--- src/rtl/score_keeper_pkg.sv ---
// Shared types and constants for the two-team score keeper.
// Contents: FSM state encoding, BCD digit limits, winner bit positions,
// and the packed button bundle used by the edge detectors.
package score_keeper_pkg;

  localparam int unsigned DIGIT_W  = 4;
  localparam int unsigned WINNER_W = 2;

  localparam logic [DIGIT_W-1:0] BCD_MAX_DIGIT = 4'd9;
  localparam logic [DIGIT_W-1:0] BCD_ZERO      = 4'd0;

  // Bit positions inside the winner vector
  localparam int unsigned WIN_A = 0;
  localparam int unsigned WIN_B = 1;

  typedef enum logic {
    PLAY   = 1'b0,
    LOCKED = 1'b1
  } state_e;

  // One bit per debounced button, in a fixed order
  typedef struct packed {
    logic clr;
    logic b_dec;
    logic b_inc;
    logic a_dec;
    logic a_inc;
  } btn_t;

endpackage

--- src/rtl/score_keeper_bcd_cnt.sv ---
// Saturating two-digit BCD up/down counter (00..99), one per team.
// Ports:
//   clk, rst_n   - clock, synchronous active-low reset
//   clr          - force 00 and strobe changed, regardless of en
//   en           - allow inc/dec steps (low while the board is locked)
//   inc, dec     - single-cycle step requests; both together cancel
//   tens, ones   - registered BCD digits
//   changed      - registered strobe, high the cycle after any move or clr
//   tens_nxt_c   - combinational next tens digit (for win lookahead)
//   ones_nxt_c   - combinational next ones digit (for win lookahead)
module bcd_score_cnt
  import score_keeper_pkg::*;
(
  input  logic               clk,
  input  logic               rst_n,
  input  logic               clr,
  input  logic               en,
  input  logic               inc,
  input  logic               dec,
  output logic [DIGIT_W-1:0] tens,
  output logic [DIGIT_W-1:0] ones,
  output logic               changed,
  output logic [DIGIT_W-1:0] tens_nxt_c,
  output logic [DIGIT_W-1:0] ones_nxt_c
);

  logic [DIGIT_W-1:0] tens_q, tens_d;
  logic [DIGIT_W-1:0] ones_q, ones_d;
  logic               changed_q, changed_d;

  logic step_up;
  logic step_dn;
  logic at_max;
  logic at_min;

  assign step_up = en & inc & ~dec;
  assign step_dn = en & dec & ~inc;
  assign at_max  = (tens_q == BCD_MAX_DIGIT) && (ones_q == BCD_MAX_DIGIT);
  assign at_min  = (tens_q == BCD_ZERO) && (ones_q == BCD_ZERO);

  // Next-value logic: clr wins, then a single saturating BCD step
  always_comb begin
    tens_d    = tens_q;
    ones_d    = ones_q;
    changed_d = 1'b0;
    if (clr) begin
      tens_d    = BCD_ZERO;
      ones_d    = BCD_ZERO;
      changed_d = 1'b1;
    end else if (step_up && !at_max) begin
      changed_d = 1'b1;
      if (ones_q == BCD_MAX_DIGIT) begin
        ones_d = BCD_ZERO;
        tens_d = tens_q + DIGIT_W'(1);
      end else begin
        ones_d = ones_q + DIGIT_W'(1);
      end
    end else if (step_dn && !at_min) begin
      changed_d = 1'b1;
      if (ones_q == BCD_ZERO) begin
        ones_d = BCD_MAX_DIGIT;
        tens_d = tens_q - DIGIT_W'(1);
      end else begin
        ones_d = ones_q - DIGIT_W'(1);
      end
    end
  end

  // Digit and strobe registers
  always_ff @(posedge clk) begin
    if (!rst_n) begin
      tens_q    <= BCD_ZERO;
      ones_q    <= BCD_ZERO;
      changed_q <= 1'b0;
    end else begin
      tens_q    <= tens_d;
      ones_q    <= ones_d;
      changed_q <= changed_d;
    end
  end

  assign tens       = tens_q;
  assign ones       = ones_q;
  assign changed    = changed_q;
  assign tens_nxt_c = tens_d;
  assign ones_nxt_c = ones_d;

endmodule

--- src/rtl/score_keeper.sv ---
// Two-team scoreboard: edge-detects debounced buttons, keeps two BCD
// scores, locks the board once a team reaches WIN_SCORE until cleared.
// Ports:
//   clk, rst_n                 - clock, synchronous active-low reset
//   a_inc/a_dec/b_inc/b_dec    - debounced team buttons (level, any length)
//   clr                        - debounced clear/unlock button
//   a_tens/a_ones/b_tens/b_ones- BCD score digits
//   winner                     - bit0 team A won, bit1 team B won
//   chg                        - one-cycle strobe after any score/winner/clear change
module score_keeper
  import score_keeper_pkg::*;
#(
  parameter int unsigned WIN_SCORE = 21
) (
  input  logic                clk,
  input  logic                rst_n,
  input  logic                a_inc,
  input  logic                a_dec,
  input  logic                b_inc,
  input  logic                b_dec,
  input  logic                clr,
  output logic [DIGIT_W-1:0]  a_tens,
  output logic [DIGIT_W-1:0]  a_ones,
  output logic [DIGIT_W-1:0]  b_tens,
  output logic [DIGIT_W-1:0]  b_ones,
  output logic [WINNER_W-1:0] winner,
  output logic                chg
);

  localparam logic [DIGIT_W-1:0] WIN_TENS = DIGIT_W'(WIN_SCORE / 10);
  localparam logic [DIGIT_W-1:0] WIN_ONES = DIGIT_W'(WIN_SCORE % 10);

  btn_t btn_in;
  btn_t s1_q, s1_d;
  btn_t s2_q, s2_d;
  btn_t press;

  state_e              state_q, state_d;
  logic [WINNER_W-1:0] winner_q, winner_d;

  logic               play_en;
  logic               hit_a;
  logic               hit_b;
  logic               a_changed;
  logic               b_changed;
  logic [DIGIT_W-1:0] a_tens_nxt, a_ones_nxt;
  logic [DIGIT_W-1:0] b_tens_nxt, b_ones_nxt;

  // Bundle the raw buttons
  always_comb begin
    btn_in       = '0;
    btn_in.clr   = clr;
    btn_in.b_dec = b_dec;
    btn_in.b_inc = b_inc;
    btn_in.a_dec = a_dec;
    btn_in.a_inc = a_inc;
  end

  // Two-flop history per button; a press is a rising edge of s1
  always_comb begin
    s1_d = btn_in;
    s2_d = s1_q;
  end

  always_ff @(posedge clk) begin
    if (!rst_n) begin
      s1_q <= '0;
      s2_q <= '0;
    end else begin
      s1_q <= s1_d;
      s2_q <= s2_d;
    end
  end

  assign press   = s1_q & ~s2_q;
  assign play_en = (state_q == PLAY);

  bcd_score_cnt u_cnt_a (
    .clk        (clk),
    .rst_n      (rst_n),
    .clr        (press.clr),
    .en         (play_en),
    .inc        (press.a_inc),
    .dec        (press.a_dec),
    .tens       (a_tens),
    .ones       (a_ones),
    .changed    (a_changed),
    .tens_nxt_c (a_tens_nxt),
    .ones_nxt_c (a_ones_nxt)
  );

  bcd_score_cnt u_cnt_b (
    .clk        (clk),
    .rst_n      (rst_n),
    .clr        (press.clr),
    .en         (play_en),
    .inc        (press.b_inc),
    .dec        (press.b_dec),
    .tens       (b_tens),
    .ones       (b_ones),
    .changed    (b_changed),
    .tens_nxt_c (b_tens_nxt),
    .ones_nxt_c (b_ones_nxt)
  );

  // Compare the scores the counters are about to load, so the lock and
  // winner land on the same edge as the winning point.
  assign hit_a = (a_tens_nxt == WIN_TENS) && (a_ones_nxt == WIN_ONES);
  assign hit_b = (b_tens_nxt == WIN_TENS) && (b_ones_nxt == WIN_ONES);

  // Next-state / winner logic
  always_comb begin
    state_d  = state_q;
    winner_d = winner_q;
    if (press.clr) begin
      state_d  = PLAY;
      winner_d = '0;
    end else begin
      case (state_q)
        PLAY: begin
          if (hit_a || hit_b) begin
            state_d         = LOCKED;
            winner_d[WIN_A] = hit_a;
            winner_d[WIN_B] = hit_b;
          end
        end
        LOCKED: begin
          state_d = LOCKED;
        end
        default: begin
          state_d = PLAY;
        end
      endcase
    end
  end

  always_ff @(posedge clk) begin
    if (!rst_n) begin
      state_q  <= PLAY;
      winner_q <= '0;
    end else begin
      state_q  <= state_d;
      winner_q <= winner_d;
    end
  end

  assign winner = winner_q;

  // Winner only moves together with a score move or a clear, and clear
  // strobes both counters, so the two registered strobes cover every case.
  assign chg = a_changed | b_changed;

endmodule

--- config.mk ---
export PLATFORM = sky130hd
export DESIGN_NAME = score_keeper
export DESIGN_NICKNAME = d
export VERILOG_FILES = /design/src/rtl/score_keeper_pkg.sv /design/src/rtl/score_keeper_bcd_cnt.sv /design/src/rtl/score_keeper.sv
export SDC_FILE = /design/constraint.sdc
export NUM_CORES = 1
export LEC_CHECK = 0
export CAP_MARGIN = 20
export CORE_ASPECT_RATIO = 0.6
export CORE_MARGIN = 2
export CORE_UTILIZATION = 60
export DETAILED_ROUTE_END_ITERATION = 7
export PLACE_DENSITY_LB_ADDON = 0.15
export SLEW_MARGIN = 20
export SYNTH_ARGS = -nofsm -noshare
export SYNTH_HDL_FRONTEND = slang
export SYNTH_HIERARCHICAL = 1
export SYNTH_SLANG_ARGS = --single-unit
export TNS_END_PERCENT = 100
--- constraint.sdc ---
create_clock -name clk -period 3.5 [get_ports clk]
set_input_delay 0.7 -clock clk [delete_from_list [all_inputs] [get_ports clk]]
set_output_delay 0.7 -clock clk [all_outputs]
set_load 0.02 [all_outputs]
==> metrics.md, run 1 <==
| Metric | Value |
|---|---|
| Mux contribution to synthesized area | `0.0204` |
| Status | `finished, final reports clean` |
| Die Y | `49.7 um` |
| Synthesis-to-finish area growth | `19.2%` |
| Leak | `1.02 nW` |
| Setup WS pre-CTS | `0.809 ns` |
| Slew Limit Fails | `0` |
| Via density | `5.92` |
| Yosys top cell area share | `0.297` |
| Cts bufs inserted | `5` |
| Setup ws final | `0.763 ns` |
| Fin crit share | `0.782` |
| Layout cells sized above 1 | `0.150` |
| RSZ-0062 raised after global routing | `no` |
| Final setup vio count | `0` |
| CP Data Arrival Time | `2.91 ns` |
| Antenna violations before repair | `0` |
| Largest net degree at the start of global routing | `22` |
| Core area | `0.00328 mm2` |
| Nets@finish | `287` |
| Sequential area share after synthesis | `0.297` |
| Placed Cells | `304` |
| Top Family by Delay on Critical Path | `simple AND/OR/NAND/NOR gates` |
| Drt wl/cell | `15.2 um` |
| VDD IR max | `0.365 mV` |
| FP Rows | `16` |
| Hold buffer count at cts | `0` |
| CTS Sinks | `31` |
| Reg clk slew, reported paths | `0.07 ns` |
| DR iter-0 viols | `140` |
| CP max-delay cell | `nor4b_1` |
| Gr ovfl total | `0` |
| Post-Synth Adder-Cell Area | `0.0838` |
| Asr flop ratio synth | `0` |
| Fin Clk Skew | `0.0111 ns` |
| Cells after Synth | `238` |
| Synth area leader | `dfxtp_1` |
| Root Driver | `clkbuf_8` |
| Die area | `0.00399 mm2` |
| Post-synthesis xor/xnor area fraction | `0.0419` |
| Largest stage delay, worst path | `0.57 ns` |
| Synth unique cells | `47` |
| DRC | `0` |
| Final count of hold timing violations | `0` |
| Via count of the first global-routing pass | `1539` |
| Least-Margin Pin Slew | `0.597 ns` |
| DR vias | `1846` |
| WL final | `4.75 mm` |
| Post-CTS setup buffer count | `0` |
| Slew HR | `0.596` |
| First-pass GRT wire length | `7.74 mm` |
| Largest family of logic cells by synthesized area | `simple AND/OR/NAND/NOR gates` |
| Cell Area, Synth | `0.00209 mm2` |
| Max Root-Sink Buffers | `2` |
| EDFF count, synth | `0` |
| Placer congestion estimate | `0.897` |
| Synth top area cells | `dfxtp_1 30%, ha_1 8.4%, nor2_1 6.5%` |
| Type of the worst setup path | `reg2reg` |
| Post-DP HPWL | `3.60 mm` |
| Worst-path maximum fanout | `6` |
| Ys Warns | `6` |
| Total track usage | `0.257` |
| I/O pin total | `26` |
| Synth Register Bits | `31` |
| Fmax | `365 MHz` |
| Starting Density | `0.636` |
| Mapped Avg Cell Area | `8.78 um2` |
| Crit-path cells | `inv_1, ha_1, and3b_2, nor2_1, nor2_1, xnor2_1, nor2_1, nor4b_1, a31oi_1, o21ba_1` |
| PwrDens | `467 mW/mm2` |
| Hold WC Path Type | `reg2reg` |
| CTS tree | `yes` |
| CP Launch Type | `flip-flop` |
| Required @ worst endpoint | `3.68 ns` |
| Die W | `80.2 um` |
| Post-route ant nets | `0` |
| Most used DFF post-synth | `dfxtp_1` |
| Clk_lat worst skew | `0.29 ns` |
| Layout Cells excl Fill | `312` |
| N_diodes | `0` |
| Drt pass-1 iters | `4` |
| Max-cap check violation count | `0` |
| Synth Area in Compound Gates | `0.189` |
| Worst Path Buf+Inv | `1` |
| Fin crit period | `2.74 ns` |
| Post-Syn Nets | `259` |
| H-tree depth | `2` |
| Final core occ | `0.758` |
| PostCTS Resize Cnt | `0` |
| Simple-Gate Fraction of Synth Area | `0.328` |
| Total Neg Setup Slack | `0 ns` |
| Crit. End Element | `flip-flop` |
| Crit path top cell by count | `nor2_1` |
| IO Port Bufs | `25` |
[metrics by stage]
step	cell area [um2]	hold WS, ns	total power, mW
floorplan	2090	0.421	0.688
global placement	2370	0.435	0.785
detailed placement	2370	0.449	0.792
CTS	2490	0.458	1.16
global route	2490	0.482	1.23
finish	2490	0.450	1.16
[where the power goes]
group / internal [mW] / switching (mW)
Sequential: 0.381 / 0.0381
Combinational: 0.176 / 0.201
Clock: 0.230 / 0.136
Total: 0.787 / 0.375
[cell type report]
class,count,area (um2)
Sequential cell,31,621
Clock buffer,6,82.6
Multi-Input combinational cell,188,1390
Tap cell,45,56.3
Fill cell,242,793
Clock inverter,2,35.0
Inverter,14,52.6
Timing Repair Buffer,26,258
[layer usage]
| layer | part of all wire | track usage | vias up |
|---|---|---|---|
| li1 | - | - | 901 |
| met4 | 0.0078 | 0.0678 | 0 |
| met2 | 0.37 | 0.303 | 71 |
| met5 | 0 | 0 | - |
| met1 | 0.53 | 0.425 | 869 |
| met3 | 0.087 | 0.0842 | 5 |
[path summary, 6_finish.rpt]
path                        start  cells after the start         to  slack (ns)
hold / removal            s1_q[4]                      1    s2_q[4]        0.45
setup / recovery  u_cnt_b/ones[1]                     10  winner[0]        0.76
setup reg to reg  u_cnt_b/ones[1]                     10  winner[0]        0.76
hold reg to reg           s1_q[4]                      1    s2_q[4]        0.45
[registers in the layout, summed over array words and instances (netlist names), 2 cells and up]
register and count:
s2_q 5, s1_q 5, u_cnt_b/ones 4, u_cnt_a/ones 4, u_cnt_b/tens 4, u_cnt_a/tens 4
winner 2
[layout by cell type, fill, tap and decap left out, drive strengths merged, types with 5 or more instances in the layout]
master | Yosys | final
nor3 | 7 | 7
clkbuf | 3 | 6
and3b | 8 | 8
nor2 | 36 | 36
nand3b | 8 | 8
inv | 14 | 14
a21oi | 5 | 5
nand3 | 5 | 5
clkdlybuf4s50 | 0 | 25
nand2 | 10 | 10
nor2b | 5 | 5
dfxtp | 31 | 31
xnor2 | 8 | 8
ha | 14 | 14
and2 | 10 | 10
o21ai | 14 | 14
[cells in the mapped netlist, types with 3 or more instances]
cell type	count
o21ai_0	4
nor2b_1	5
a22oi_1	4
and3b_2	6
o21a_1	4
nor3_1	5
o21ai_1	10
dfxtp_1	31
nand4_1	4
xnor2_1	8
clkbuf_1	3
a21oi_1	3
nor2_1	36
nand2_1	10
nand3b_1	8
nand3_1	5
and2_1	10
o21ba_1	3
ha_1	14
a211o_1	4
inv_1	14
[logic make-up after synthesis]
kind of cell | Yosys count
AND/OR/NAND/NOR | 112
AO/OA/AOI/OAI | 48
flip-flops | 31
buffers and inverters | 19
adder cells (fa/ha/maj) | 14
XOR/XNOR | 10
multiplexers | 4
No activity file was read; power rests on OpenSTA's default activity.
==> inputs of run 2 (changes only) <==
--- a/config.mk
+++ b/config.mk
@@ -8,7 +8,7 @@
 export CAP_MARGIN = 20
 export CORE_ASPECT_RATIO = 0.6
 export CORE_MARGIN = 2
-export CORE_UTILIZATION = 60
+export CORE_UTILIZATION = 50
 export DETAILED_ROUTE_END_ITERATION = 7
 export PLACE_DENSITY_LB_ADDON = 0.15
 export SLEW_MARGIN = 20
==> constraint.sdc (replaced) <==
create_clock -name clk -period 2.2 [get_ports clk]
set_input_delay 0.44 -clock clk [delete_from_list [all_inputs] [get_ports clk]]
set_output_delay 0.44 -clock clk [all_outputs]
set_load 0.02 [all_outputs]
==> run 2 against run 1 <==
  * Largest cell class unchanged
  * Sequential cell count unchanged
  * Clock-buffer cell count is the same
  * Global-route usage down 1.7 points
  * Clock skew decreased by 0.0017 ns
  * Maximum frequency is 10% higher
  * Critical path type unchanged
  * The run now ends with setup timing left
  * First-iteration DRC count fell by 41%
==> metrics.md, run 2 (synthesized netlist as in run 1, its figures left out) <==
| Metric | Value |
|---|---|
| Status | `finished with violations` |
| Failing checks | `setup timing` |
| Layout Cells excl Fill | `389` |
| Max Root-Sink Buffers | `2` |
| First-pass GRT wire length | `8.64 mm` |
| Via density | `5.19` |
| Clk_lat worst skew | `0.28 ns` |
| I/O pin total | `26` |
| Biggest regs | `s1_q (5), s2_q (5)` |
| CP Launch Type | `flip-flop` |
| WL final | `5.30 mm` |
| Core area | `0.00405 mm2` |
| Placer congestion estimate | `0.964` |
| DR iter-0 viols | `83` |
| DRC | `0` |
| Type of the worst setup path | `reg2reg` |
| Setup WS pre-CTS | `-0.319 ns` |
| Least-Margin Pin Slew | `0.456 ns` |
| Reg power frac | `0.325` |
| DR vias | `2017` |
| CTS Sinks | `31` |
| Placed Cells | `379` |
| Root Driver | `clkbuf_8` |
| Final count of hold timing violations | `0` |
| Final core occ | `0.765` |
| Die W | `87.5 um` |
| Fin Clk Skew | `0.00941 ns` |
| Clock Power Share | `0.215` |
| FP Rows | `18` |
| Total Neg Setup Slack | `-0.786 ns` |
| Fillcell total | `283` |
| Gr ovfl total | `0` |
| VDD IR max | `0.514 mV` |
| Cts bufs inserted | `5` |
| Hold WC Path Type | `reg2reg` |
| Total track usage | `0.240` |
| Sw frac | `0.332` |
| Max-cap check violation count | `0` |
| Reg clk slew, reported paths | `0.06 ns` |
| Commonest non-fill, non-tap cell in the layout | `buf_4` |
| Slew HR | `0.688` |
| Setup ws final | `-0.285 ns` |
| Nets@finish | `359` |
| Crit. End Element | `flip-flop` |
| Leak | `1.37 nW` |
| Total Power | `1.99 mW` |
| Required @ worst endpoint | `2.41 ns` |
| IO Port Bufs | `25` |
| PwrDens | `641 mW/mm2` |
| Drt pass-1 iters | `4` |
| Most frequent cells in the layout | `72 x buf_4, 36 x nor2_1, 25 x clkdlybuf4s50_1` |
| Internal Dissipation | `1.33 mW` |
| Fin crit period | `2.49 ns` |
| CP Data Arrival Time | `2.70 ns` |
| CTS tree | `yes` |
| Die area | `0.00473 mm2` |
| Slew Limit Fails | `0` |
| N_diodes | `0` |
| Hold buffer count at cts | `0` |
| Largest net degree at the start of global routing | `22` |
| H-tree depth | `2` |
| Starting Density | `0.515` |
| Final setup vio count | `3` |
| Post-DP HPWL | `4.26 mm` |
| Logic pwr share | `0.460` |
| Post-route ant nets | `0` |
| Antenna violations before repair | `0` |
| Fin crit share | `1.13` |
| Fmax | `402 MHz` |
| Die Y | `54.1 um` |
| Via count of the first global-routing pass | `1777` |
| Layout cells sized above 1 | `0.386` |
| Worst-path maximum fanout | `3` |
| RSZ-0062 raised after global routing | `yes` |
| Synthesis-to-finish area growth | `48.4%` |
| Net switching power | `0.660 mW` |
| Drt wl/cell | `13.6 um` |
[run 2: changes by cell type in the layout (fill, tap and decap cells not counted), sizes merged]
cell	before	now
bufinv	1	0
buf	1	73
clkinvlp	0	1
[run 2: layer usage]
layer,GRT usage,vias up,share of wire
met4,0.0256,0,0.0015
met5,0,-,0
li1,-,1046,-
met2,0.316,43,0.38
met1,0.385,926,0.56
met3,0.0675,2,0.057
[run 2: metrics by stage]
stage               hold WS [ns]  area [um2]
floorplan                  0.421        2110
detailed placement         0.439        2920
global placement           0.430        2920
global route               0.470        3100
finish                     0.451        3100
CTS                        0.455        3080
[run 2: worst paths after layout]
| check | from | to | slack, ns | cells after the start |
|---|---|---|---|---|
| min | s1_q[4] | s2_q[4] | 0.45 | 1 |
| max | u_cnt_a/tens[0] | state_q | -0.29 | 10 |
| max reg2reg | u_cnt_a/tens[0] | state_q | -0.29 | 10 |
| min reg2reg | s1_q[4] | s2_q[4] | 0.45 | 1 |
[run 2: timing repair]
action / 4_1_cts / 5_1_grt
buffers inserted: 2 / 0
endpoints found under the setup margin: 3 / 3
pin swaps: 6 / 0
resized for setup: 15 / 2
[run 2: area by class of cell]
class | instances | area, um2 | area share
Multi-Input combinational cell | 188 | 1460 | 0.471
Inverter | 14 | 57.6 | 0.0186
Clock inverter | 2 | 12.5 | 0.00404
Timing Repair Buffer | 98 | 802 | 0.259
Sequential cell | 31 | 634 | 0.205
Tap cell | 50 | 62.6 | 0.0202
Clock buffer | 6 | 72.6 | 0.0234
[run 2: critical path: stages (launching register included)]
cell     delay (ns)
dfxtp_4        0.35
inv_4          0.06
ha_4           0.12
or3b_4         0.40
a32oi_2        0.22
nor2_1         0.09
xnor2_1        0.21
nor2_1         0.08
or4b_4         0.55
or2_0          0.22
a21oi_1        0.12
[run 2: power by group through the flow]
stage	clock, mW	combinational [mW]	sequential, mW
4_1_cts	0.439	0.891	0.646
3_5_place_dp	0	0.851	0.655
3_3_place_gp	0	0.836	0.652
2_1_floorplan	0	0.397	0.708
5_1_grt	0.468	1.00	0.651
6_report	0.427	0.915	0.645
==> inputs of run 3 (changes only) <==
--- a/config.mk
+++ b/config.mk
@@ -10,6 +10,7 @@
 export CORE_MARGIN = 2
 export CORE_UTILIZATION = 50
 export DETAILED_ROUTE_END_ITERATION = 7
+export GPL_TIMING_DRIVEN = 0
 export PLACE_DENSITY_LB_ADDON = 0.15
 export SLEW_MARGIN = 20
 export SYNTH_ARGS = -nofsm -noshare
==> run 3 against run 2 <==
  * Largest cell class unchanged
  * Critical path depth stayed put
  * Register-to-register slack worse by 0.05 ns
  * Via count is 6.8% lower
  * Highest routed layer unchanged
  * Worst hold slack worse by 0.0036 ns
  * Final area is 9.2% lower
  * The flow still finishes with violations (setup timing)
==> metrics.md, run 3 (synthesized netlist as in run 1, its figures left out) <==
| Metric | Value |
|---|---|
| Status | `finished with violations` |
| Failing checks | `setup timing` |
| RSZ-0062 raised after global routing | `yes` |
| DRC | `0` |
| Reg clk slew, reported paths | `0.07 ns` |
| H-tree depth | `2` |
| Fin Clk Skew | `0.00815 ns` |
| Layout Cells excl Fill | `338` |
| Layout cells sized above 1 | `0.316` |
| Crit-path cells | `inv_4, ha_4, nor3b_1, a2111oi_0, o211ai_1, o21a_1, nor2_1, or4b_4, o31ai_2, a21oi_1` |
| Type of the worst setup path | `reg2reg` |
| Leak | `1.14 nW` |
| Drt wl/cell | `14.9 um` |
| CP Data Arrival Time | `2.70 ns` |
| CP max-delay cell | `or4b_4` |
| Die W | `87.5 um` |
| Drt pass-1 iters | `4` |
| CP Launch Type | `flip-flop` |
| WL final | `5.05 mm` |
| Hold Startpoint | `s1_q[1]` |
| Max Root-Sink Buffers | `2` |
| Fin crit share | `1.15` |
| Most frequent cells in the layout | `34 x nor2_1, 25 x clkdlybuf4s50_1, 23 x dfxtp_1` |
| Biggest regs | `s1_q (5), s2_q (5)` |
| Placed Cells | `313` |
| Placer congestion estimate | `0.857` |
| Cts bufs inserted | `5` |
| Die Y | `54.1 um` |
| Clk_lat worst skew | `0.28 ns` |
| Least-Margin Pin Slew | `0.476 ns` |
| Fin crit period | `2.54 ns` |
| PwrDens | `711 mW/mm2` |
| Total track usage | `0.217` |
| Reg2Reg Setup Slack | `-0.34 ns` |
| Hold WC Path Type | `reg2reg` |
| Final setup vio count | `3` |
| Crit. End Element | `flip-flop` |
| Largest stage delay, worst path | `0.55 ns` |
| R2R depth | `10` |
| Max-cap check violation count | `0` |
| FP Rows | `18` |
| RR Startpoint | `u_cnt_a/tens[1]` |
| Fmax | `394 MHz` |
| Hold slack | `0.447 ns` |
| I/O pin total | `26` |
| Starting Density | `0.515` |
| Via count of the first global-routing pass | `1579` |
| Core area | `0.00405 mm2` |
| Worst-path maximum fanout | `4` |
| Via density | `5.56` |
| Die area | `0.00473 mm2` |
| Nets@finish | `308` |
| Final count of hold timing violations | `0` |
| Worst Path Buf+Inv | `1` |
| Required @ worst endpoint | `2.36 ns` |
| IO Port Bufs | `25` |
| Synthesis-to-finish area growth | `34.7%` |
| Gr ovfl total | `0` |
| Fillcell total | `326` |
| DR vias | `1879` |
| Top Family by Delay on Critical Path | `simple AND/OR/NAND/NOR gates` |
| Hold-critical path endpoint | `s2_q[1]` |
| VDD IR max | `0.484 mV` |
| CTS Sinks | `31` |
| CTS tree | `yes` |
| Slew Limit Fails | `0` |
| Largest net degree at the start of global routing | `12` |
| N_diodes | `0` |
| Setup ws final | `-0.336 ns` |
| Worst hold path depth | `1` |
| Antenna violations before repair | `0` |
| Commonest non-fill, non-tap cell in the layout | `nor2_1` |
| DR iter-0 viols | `116` |
| Root Driver | `clkbuf_8` |
| First-pass GRT wire length | `7.74 mm` |
| Post-route ant nets | `0` |
| Post-DP HPWL | `3.58 mm` |
| Slew HR | `0.674` |
| Worst flop-to-flop path endpoint | `winner[1]` |
| Total Neg Setup Slack | `-0.959 ns` |
-- run 3: layout make-up --
| cell class | instances | area [um2] | area share |
|---|---|---|---|
| timing repair buffer | 42 | 382 | 0.136 |
| clock inverter | 3 | 43.8 | 0.0156 |
| tap | 50 | 62.6 | 0.0222 |
| buffer | 5 | 31.3 | 0.0111 |
| clock buffer | 5 | 68.8 | 0.0244 |
| multi-input combinational | 188 | 1520 | 0.540 |
| inverter | 14 | 62.6 | 0.0222 |
| sequential | 31 | 643 | 0.228 |
-- run 3: how the worst max path moves through the flow --
| stage | endpoint | start | cells after the start |
|---|---|---|---|
| 4_1_cts | state_q | u_cnt_a/tens[0] | 10 |
| 5_1_grt | state_q | u_cnt_a/ones[1] | 10 |
| 6_report | winner[1] | u_cnt_a/tens[1] | 10 |
| 3_3_place_gp | winner[1] | u_cnt_a/ones[1] | 10 |
| 3_5_place_dp | winner[1] | u_cnt_a/ones[1] | 10 |
| 2_1_floorplan | winner[1] | u_cnt_a/tens[1] | 10 |
-- run 3: worst register-to-register path, stage by stage (launching register included) --
cell	delay, ns
dfxtp_4	0.36
inv_4	0.07
ha_4	0.14
nor3b_1	0.35
a2111oi_0	0.18
o211ai_1	0.20
o21a_1	0.20
nor2_1	0.06
or4b_4	0.55
o31ai_2	0.22
a21oi_1	0.09
-- run 3: timing repair --
item,4_1_cts,5_1_grt
pin swaps,8,18
endpoints found under the setup margin,3,3
setup buffers,8,9
hold buffers,0,0
resized for setup,14,26
-- run 3: per-layer routing --
metal / GRT usage / part of all wire
met5: 0 / 0
met4: 0.0564 / 0.0038
met3: 0.0567 / 0.067
met2: 0.259 / 0.38
met1: 0.356 / 0.55
-- run 3: per-stage QoR --
stage	instance area, um2	util	worst slack (ns)	total power [mW]
final	2820	0.694	-0.336	2.00
after global routing	2820	0.694	-0.473	2.12
after CTS	2650	0.654	-0.331	1.91
after detailed placement	2420	0.598	-0.383	1.28
after global placement	2420	0.598	-0.384	1.27
after floorplan	2110	-	-0.198	1.10
-- run 3: power breakdown --
group | leakage (nW) | internal [mW] | switching [mW]
Combinational | 0.821 | 0.394 | 0.382
Sequential | 0.259 | 0.611 | 0.0612
Clock | 0.0581 | 0.337 | 0.218
Total | 1.14 | 1.34 | 0.661
